### src/rtl/mem_a_rd_sched.sv
// A-matrix read scheduler: replays each row of A M times as (i,j,k)-tagged elements into a 2-entry output FIFO.
// Latency 2 cycles RUN->a_valid; reads issue only while FIFO + in-flight stays <= 2, so a_ready stalls never overflow it.
module mem_a_rd_sched #(
    parameter int N = 2,
    parameter int P = 4,
    parameter int M = 3
) (
    input  logic        clk,
    input  logic        reset,
    input  logic        wrA_done,
    input  logic        start,
    output logic [7:0]  addrbA,
    input  logic [31:0] doutbA,
    output logic [31:0] a_data,
    output logic [7:0]  a_row,
    output logic [7:0]  a_col,
    output logic [7:0]  a_k,
    output logic        a_last_k,
    output logic        a_valid,
    input  logic        a_ready,
    output logic        busy,
    output logic        done
);

    localparam logic [1:0] IDLE    = 2'd0;
    localparam logic [1:0] WAIT_WR = 2'd1;
    localparam logic [1:0] RUN     = 2'd2;
    localparam logic [1:0] DRAIN   = 2'd3;

    localparam logic [7:0] NM1 = 8'(N - 1);
    localparam logic [7:0] MM1 = 8'(M - 1);
    localparam logic [7:0] PM1 = 8'(P - 1);
    localparam logic [7:0] P8  = 8'(P);

    typedef struct packed {
        logic [31:0] data;
        logic [7:0]  row;
        logic [7:0]  col;
        logic [7:0]  k;
        logic        lastK;
    } entry_t;

    logic [1:0] state;
    logic [7:0] iCnt, jCnt, kCnt;
    logic       inFlight;
    logic [7:0] flI, flJ, flK;
    entry_t     fifoMem [2];
    logic       wrPtr, rdPtr;
    logic [1:0] count;

    logic       pop;
    logic       issue;
    logic       lastRead;
    logic [1:0] occAfter;
    entry_t     head;

    always_comb begin
        head     = fifoMem[rdPtr];
        a_valid  = (count != 2'd0);
        pop      = a_valid && a_ready;
        // Occupancy at the next edge, counting the in-flight read landing and this cycle's pop.
        occAfter = count + {1'b0, inFlight} - {1'b0, pop};
        issue    = (state == RUN) && (occAfter < 2'd2);
        lastRead = (iCnt == NM1) && (jCnt == MM1) && (kCnt == PM1);
    end

    assign a_data   = head.data;
    assign a_row    = head.row;
    assign a_col    = head.col;
    assign a_k      = head.k;
    assign a_last_k = head.lastK;
    assign busy     = (state != IDLE);

    always_ff @(posedge clk) begin
        if (!reset) begin
            state      <= IDLE;
            iCnt       <= '0;
            jCnt       <= '0;
            kCnt       <= '0;
            inFlight   <= 1'b0;
            flI        <= '0;
            flJ        <= '0;
            flK        <= '0;
            fifoMem[0] <= '0;
            fifoMem[1] <= '0;
            wrPtr      <= 1'b0;
            rdPtr      <= 1'b0;
            count      <= '0;
            addrbA     <= '0;
            done       <= 1'b0;
        end else begin
            done <= 1'b0;
            case (state)
                IDLE: if (start) begin
                    state <= WAIT_WR;
                    iCnt  <= '0;
                    jCnt  <= '0;
                    kCnt  <= '0;
                end
                WAIT_WR: if (wrA_done) state <= RUN;
                RUN:     if (issue && lastRead) state <= DRAIN;
                DRAIN: if (occAfter == 2'd0) begin
                    state <= IDLE;
                    done  <= 1'b1;
                end
                default: state <= IDLE;
            endcase

            inFlight <= issue;
            if (issue) begin
                addrbA <= iCnt * P8 + kCnt;
                flI    <= iCnt;
                flJ    <= jCnt;
                flK    <= kCnt;
                if (kCnt == PM1) begin
                    kCnt <= '0;
                    if (jCnt == MM1) begin
                        jCnt <= '0;
                        iCnt <= iCnt + 8'd1;
                    end else begin
                        jCnt <= jCnt + 8'd1;
                    end
                end else begin
                    kCnt <= kCnt + 8'd1;
                end
            end

            if (inFlight) begin
                fifoMem[wrPtr] <= {doutbA, flI, flJ, flK, (flK == PM1)};
                wrPtr          <= ~wrPtr;
            end
            if (pop) rdPtr <= ~rdPtr;
            count <= occAfter;
        end
    end

endmodule

### config.mk
export PLATFORM = sky130hd
export DESIGN_NAME = mem_a_rd_sched
export DESIGN_NICKNAME = d
export VERILOG_FILES = /design/src/rtl/mem_a_rd_sched.sv
export SDC_FILE = /design/constraint.sdc
export NUM_CORES = 1
export LEC_CHECK = 0
export CAP_MARGIN = 20
export CORE_ASPECT_RATIO = 1.2
export CORE_UTILIZATION = 45
export DETAILED_ROUTE_END_ITERATION = 8
export GPL_ROUTABILITY_DRIVEN = 0
export PLACE_DENSITY = 0.75
export SETUP_SLACK_MARGIN = 0.02
export SLEW_MARGIN = 5
export SYNTH_ARGS = -nofsm -noshare
export SYNTH_HDL_FRONTEND = slang
export SYNTH_SLANG_ARGS = --single-unit
### constraint.sdc
create_clock -name clk -period 15 [get_ports clk]
set_input_delay 1.5 -clock clk [delete_from_list [all_inputs] [get_ports clk]]
set_output_delay 1.5 -clock clk [all_outputs]
set_load 0.05 [all_outputs]
# Word level (Yosys, flattened, before mapping)
# Memory sizes are Yosys's and may differ from the RTL's. A register that Yosys moved wholly into a read port is not among the register bits.
# Index checks and enable logic that the tools add are counted.
[totals]
regBits = 64
in_bits = 37
mem_bits_rw = 114
n_memories = 1
output_inout_bits = 68
[memory_table]
columns = ["memory", "depth", "width", "rd", "rd_ports_with_merged_regs", "write_ports", "line_no", "source"]
rows = [
  ["fifoMem", 2, 57, 1, 1, 2, "47", "entry_t fifoMem [2];"],
]
[classes]
n_bitwise = 2
n_lt_le_gt_ge = 1
addsub = 6
n_eq_ne = 11
n_reduce_logical = 15
mux = 29
[ops]
columns = ["cell", "n"]
rows = [
  ["$mux 8", 14],
  ["$mux 57", 1],
  ["$reduce_or 57->1", 1],
  ["$add 8x1->8 const B", 3],
  ["$eq 8x2->1 const B", 3],
  ["$mux 1", 9],
  ["$add 8x8->8", 1],
  ["$eq 8x1->1 const B", 1],
  ["$mux 2", 4],
  ["$pmux 2 s4", 1],
  ["$reduce_bool 2->1", 4],
  ["$ne 2x2->1 const B", 3],
  ["$logic_and 1x1->1", 5],
  ["$eq 2x2->1 const B", 2],
  ["$logic_not 2->1", 2],
  ["$reduce_and 2->1", 2],
  ["$reduce_and 4->1", 1],
  ["$add 2x1->2", 1],
  ["$eq 2x1->1 const B", 1],
  ["$lt 2x2->1 const B", 1],
  ["$ne 2x1->1 const B", 1],
  ["$not 1->1", 2],
  ["$sub 2x1->2", 1],
]

# Depth between registers and ports, before layout
[depth]
ltp_word = 8
ltp_mapped = 12
ltp_nobuf = 10

# Least setup slack after synthesis
# No wires, ideal clock.
[synth_timing]
path_type = "reg2reg"
start = "reg inFlight"
end = "mem fifoMem[0][0] in the netlist's numbering (enable)"
stages_incl_launch_ff = 3
arrival_ns = 4.457
required_ns = 14.449
setup_time_ns = 0.551
path_buffers = 0
setup_slack_ns = 9.992
path_cell_list = "dfxtp_1 > inv_1 > o21ai_0"
[synth_rtl]
columns = ["item", "line_no", "source"]
rows = [
  ["from (decl)", "45", "logic inFlight;"],
  ["from (signal assigned)", "109", "inFlight <= issue;"],
  ["to (decl)", "47", ""],
]

# Final worst setup path
[layout_timing]
start = "in a_ready"
end = "reg kCnt[0]"
[layout_between]
elab_chain_cells = 6
[layout_rtl]
columns = ["item", "line_no", "source"]
rows = [
  ["from (decl)", "20", "input logic a_ready,"],
  ["$logic_and 1x1->1 *", "60", "pop = a_valid && a_ready;"],
  ["via pop", "51", "logic pop;"],
  ["$sub 2x1->2 *", "62", "occAfter = count + {1'b0, inFlight} - {1'b0, pop};"],
  ["$lt 2x2->1 *", "63", "issue = (state == RUN) && (occAfter < 2'd2);"],
  ["$logic_and 1x1->1 *", "63", ""],
  ["$reduce_bool 2->1 (no source line)", "-", ""],
  ["$reduce_and 2->1 (no source line)", "-", ""],
  ["to (signal assigned)", "124", "kCnt <= kCnt + 8'd1;"],
  ["to (decl)", "44", "logic [7:0] iCnt, jCnt, kCnt;"],
]
# The timed path passes the listed nets; every way through them passes the cells marked *.
# A chain may end at the register's enable or synchronous reset.

==> results.toml <==
[sta]
worstMarginPinSlew_ns = 1.05
period_share = 0.269
setup_violations = 0
max_freq_mhz = 248
slew_viol_final = 0
layout_setup_ws_ns = 10.97
final.setup.tns_ns = 0
rsz0062_at_grt = "false"
clock_skew_ns = 0.00829
hold_viol_final = 0
period_minus_slack_ns = 4.03
fin_hold_ws_ns = 0.463
relSlewSlack = 0.297

[die]
fp.dieW_um = 123
fp-row-count = 52
fp.dieH_um = 147
core_um2 = 17000
die_area_um2 = 18100
initial_core_util = 0.464
io_pins = 105

[placement]
placed_area_um2 = 9130
io_buffers = 104
place_ws_ns = 10.49
dp.cells = 959
place_hpwl_mm = 10.4

[detailed_routing]
post-route-drc-count = 0
routed_wl_mm = 16.1
vias = 5296
ant_nets = 0
viasPerCell = 5.34
dr.pass1.iters = 5
wl_met1_mm = 6.89
met2_length_mm = 8.24
dr.max_layer_used = "met4"
drtIter0Drc = 400
wl_per_cell_um = 16.3
wl_met3_um = 723

[yosys]
synth_area_leaders = "edfxtp_1, dfxtp_1, and2_1"
ys.flop_type = "edfxtp_1"
async_flop_share = 0
synth.cell_area_um2 = 7910
yosys-top-cells-count = "and2_1, edfxtp_1, nand2_1, dfxtp_1, mux2_2"
synth_most_common_cell = "and2_1"
synth-compound-area-share = 0.0667
yosys.area.top_type = "edfxtp_1"
synth_top_area_share = 0.433
synth-seq-area-share = 0.592
synthSimpleGateAreaFrac = 0.185
synth_xor_xnor_area_share = 0.0149
avgSynthCellArea_um2 = 11.8
synth_cell_types = 58
synth_top_family_by_area = "simple AND/OR/NAND/NOR gates"
synth_seq_cells = 177
syn-num-nets = 725
synthAdderAreaFrac = 0.0294
synth_cells = 670
synth_edf_count = 114
yosysWarnings = 0
synth_mux_area_frac = 0.0851

[clock_tree]
clkLatencyLatePin_ns = 0.43
cts.path.max_buffers = 2
htreeDepth = 4
numCtsBuffers = 17
cts-resized-gates = 0
clock-root-buffer = "clkbuf_16"
cts.sinks = 177
hold_buffers = 0
cts.clk_slew.worst_paths_ns = 0.06
cts_setup_buffers = 0
cts_tree = "yes"

[critical_path]
worst_setup_path_start_kind = "primary input"
critical_path_required_ns = 15.36
path_buf_inv = 2
path_class = "primary input to register"
worstPathArrival_ns = 4.40
max_stage_delay_ns = 0.73
path_cells = "clkdlybuf4s50_1, and2_1, ha_1, inv_1, ha_1, xnor3_2, nand2_1, nand2_1, mux2_2, nor2_1"
setup.worst_path.end_class = "register"
cp_top_family = "simple AND/OR/NAND/NOR gates"
slowest_stage = "nand2_1"
worstPathMaxFanout = 31

[finish]
final_util = 0.570
fillers = 1378
antenna_cells = 0
finalNetCount = 817
stdcell_area_um2 = 9720
drive_above_1_share = 0.146
area_delta_synth_final_pct = 22.9
fin_cells = 991

[power_and_ir_drop]
power_density_nw_per_um2 = 149
power_mw = 1.45
vdd_drop_max_mv = 0.0933
power.leakage_nw = 3.60

[global_route]
grt_max_degree = 58
antenna_found_initial = 0
grt_overflow = 0
grt_pass1_wl_mm = 26.1
grt_pass1_vias = 5441
track_usage = 0.188

[min_path]
min_path_type = "register to register"

[status]
status = "finished clean"

[run]
drv_cap = 0
==> final cells by class <==
cell class | instances | area [um2] | share of cell area
Clock buffer | 17 | 425 | 0.0438
Clock inverter | 15 | 168 | 0.0172
Inverter | 13 | 48.8 | 0.00502
Multi-Input combinational cell | 442 | 3030 | 0.312
Sequential cell | 177 | 4690 | 0.482
Tap cell | 216 | 270 | 0.0278
Timing Repair Buffer | 111 | 1090 | 0.112
==> layout by cell type (no fill, tap or decap), types with 7 or more instances in the layout <==
cell / n
a21oi_1: 37
o21ai_0: 15
inv_1: 13
clkdlybuf4s50_1: 104
clkbuf_16: 17
ha_1: 17
mux2_2: 58
nor2_1: 17
nand3_1: 10
edfxtp_1: 114
nor3_1: 10
and3_1: 11
buf_4: 7
xnor2_1: 7
and2_1: 116
nand2_1: 77
dfxtp_1: 62
==> metal layers <==
metal	vias up	global-route usage
li1	2547	-
met1	2590	0.218
met2	138	0.333
met3	21	0.0392
met4	0	0.0723
met5	-	0
==> flip-flops by register name, summed over array words and instances, names as in the netlist, named ones only <==
signal and cells:
done 1, state 2, flK 6, count 2
fifoMem 114, kCnt 8, addrbA 8, inFlight 1
wrPtr 1, iCnt 8, jCnt 8, rdPtr 1
flJ 8, flI 8
==> report_power, final <==
part | total [mW] | switching, mW | internal, mW
logic | 0.442 | 0.285 | 0.157
registers | 0.564 | 0.0132 | 0.551
clock network | 0.443 | 0.183 | 0.260
total | 1.45 | 0.480 | 0.968
==> cells by family (layout without fill, tap and decap cells) <==
family | count (synthesis) | after routing
simple gates | 269 | 269
mux | 60 | 60
fa+ha+maj | 18 | 18
buf+inv | 51 | 156
compound gates | 85 | 85
flops | 177 | 177
xor+xnor | 10 | 10
==> worst register-to-register path, cell delays in order, from the launching register on <==
cell and delay, ns:
dfxtp_1 0.33, or2_2 0.29, and2_1 0.19, ha_1 0.28, inv_1 0.05, ha_1 0.18, xnor3_2 0.30, nand2_1 0.73
nand2_1 0.35, mux2_2 0.37, nor2_1 0.07
==> worst paths after layout <==
kind	slack [ns]	from	cells after the start	end
worst max-delay path	10.97	a_ready	10	kCnt[0]$_SDFFE_PN0P_
worst min-delay path	0.46	flJ[7]$_SDFFE_PN0P_	2	flJ[7]$_SDFFE_PN0P_
worst max register to register	11.80	count[1]$_SDFF_PN0_	10	kCnt[0]$_SDFFE_PN0P_
worst min register to register	0.46	flJ[7]$_SDFFE_PN0P_	2	flJ[7]$_SDFFE_PN0P_
Power figures use the tool's default switching activity.
==> variant: new RTL, same flow settings <==
Compare `kCnt` against `PM1` with >= in place of ==.
--- a/src/rtl/mem_a_rd_sched.sv
+++ b/src/rtl/mem_a_rd_sched.sv
@@ -112,7 +112,7 @@
                 flI    <= iCnt;
                 flJ    <= jCnt;
                 flK    <= kCnt;
-                if (kCnt == PM1) begin
+                if (kCnt >= PM1) begin
                     kCnt <= '0;
                     if (jCnt == MM1) begin
                         jCnt <= '0;
Function: no difference found for any inputs over 10 cycles, from zero or initial values and one cycle with reset low; that may be too few to reach the edited logic, so the function may still have changed.
==> variant against the unedited design <==
  * Setup slack improved by 37 ps
  * Count of clock-buffer cells in the layout up 5
  * Wire length shrank 6.1%
  * Synthesized area fell by 0.79%
  * Synthesized cell count is 1.9% lower
  * Sequential cell count is the same
  * Sequential share of layout area hardly changed
  * Via count shrank 4.3%
  * Maximum frequency is 0.92% higher
  * Critical path depth fell by 7
  * Total power rose by 4.6%
  * Final area is essentially flat
  * Critical path type is now register to primary output
  * Largest cell class unchanged
  * Largest power group unchanged
==> variant: results (changes against the unedited design) <==
Post-synth ARST share: 0% (unchanged)
R2R setup slack: 11890 ps (+90 ps)
EDFF count, synth: 114 (unchanged)
worst reg-to-reg path cell count: 10 (unchanged)
r2r endpoint: jCnt[6]
CTS root buffer: clkbuf_16
setup_tns: 0 ps (unchanged)
clk_skew: 12.1 ps (+3.82 ps)
Net Count, Synth: 711 (-1.9%)
worst skew pair latency: 420 ps
CTS buffer count: 17 (unchanged)
critical path's slowest cell: clkdlybuf4s50_1
met2 wire len: 7.81 mm (-5.2%)
vias: 5068 (-4.3%)
Worst VDD drop: 0.0811 mV (-13%)
GRT Util Overall: 17.5% (-1.3 points)
DR top layer: met4
drt pass-1 iters: 4 (-1)
Seq/Total Area, Yosys: 59.7% (+0.47 points)
reg2reg start: count[1]
most area-consuming cells after synthesis: edfxtp_1 44%, dfxtp_1 16%, and2_1 9.9%, mux2_2 8.2%, nand2_1 3.7%
Overflow after GRT: 0 (unchanged)
met2 usage: 30.2% (-3.1 points)
Post-CTS Resized: 0 (unchanged)
wl on met1: 6.57 mm (-4.6%)
Worst Hold Slack: 471 ps (+8.17 ps)
hpwl dp: 9.41 mm (-9.3%)
routing usage on met1: 20.6% (-1.3 points)
Synth cell types: 47 (-19%)
postcts setup bufs: 0 (unchanged)
Leak: 3.63 nW (+0.84%)
CTS clock-pin slew for the worst setup and hold paths: 60 ps (about the same)
final net count: 803 (-1.7%)
GRT met3 Usage: 4.06% (+0.14 points)
Slew headroom: 46.3% (+17 points)
P_int: 1.01 mW (+4.0%)
first-pass GRT wire length: 24.6 mm (-6.1%)
CP max FO: 57 (+84%)
pre-CTS setup slack: 10640 ps (+148 ps)
vias in the first global route: 5110 (-6.1%)
status: complete, no violations
H-Tree Depth: 4 (unchanged)
fillcell total: 1344 (-2.5%)
maximum number of pins on one net before global-route repair: 73 (+26%)
Worst Hold End: flI[5]
synth cell count leaders: 124 x and2_1, 114 x edfxtp_1, 78 x nand2_1
met3 wire length: 579 um (-20%)
Port Buf Inserts: 104 (unchanged)
Crit path largest cell delay: 710 ps (-20 ps)
wire per inst: 15.5 um (-4.8%)
share of cells above drive strength 1: 13.6% (-0.93 points)
worst hold path stage count: 2 (unchanged)
beginning of the worst hold path: flI[5]
first-iteration detailed-routing DRC count: 406 (+1.5%)
==> variant: cell families (layout without fill, tap and decap cells) <==
logic type      count (synthesis)  count (layout)  synth area share, %
simple gates                  268             268                 18.7
xor+xnor                       10              10                 1.48
flops                         177             177                 59.7
buf+inv                        52             157                 2.60
compound gates                 74              74                 6.33
fa+ha+maj                      17              17                 2.81
mux                            59              59                 8.43
==> variant: how the worst max path moves through the flow <==
| stage | cells after the start | slack, ps | from | end |
|---|---|---|---|---|
| final | 3 | 11000 | register | a_row[2] |
| after global routing | 3 | 10890 | register | a_row[0] |
| after floorplan | 2 | 9990 | inFlight | fifoMem[0][0] |
| after detailed placement | 10 | 10640 | a_ready | jCnt[6] |
| after CTS | 3 | 10950 | register | a_row[2] |
| after global placement | 10 | 10730 | a_ready | jCnt[6] |
==> variant: power groups by stage <==
stage,clock network (mW),registers (mW),logic [mW]
detailed placement,0,0.586,0.489
global route,0.482,0.579,0.515
CTS,0.460,0.575,0.492
finish,0.451,0.575,0.488
floorplan,0,0.592,0.338
global placement,0,0.583,0.484
==> variant: metrics by stage <==
stage / area [um^2] / cells / util, %
3_5_place_dp: 9070 / 945 / 53.4
3_3_place_gp: 9070 / 945 / 53.4
6_report: 9710 / 978 / 57.2
2_1_floorplan: 7850 / 657 / -
4_1_cts: 9690 / 977 / 57.1
5_1_grt: 9710 / 978 / 57.2
==> variant: cell type report <==
type                    instances  share of cell area [%]
multi-input cells             428                    30.7
repair buffers                112                    11.4
clock inverters                10                    1.24
clock buffers                  22                    5.11
flip-flops and latches        177                    48.2
well taps                     216                    2.78
inverters                      13                   0.502
==> variant: worst max-delay path, delay by kind of cell (launching register included) <==
family,cells,cell delay (ps)
buffers and inverters,2,1300
multiplexers,1,430
flip-flops,1,310
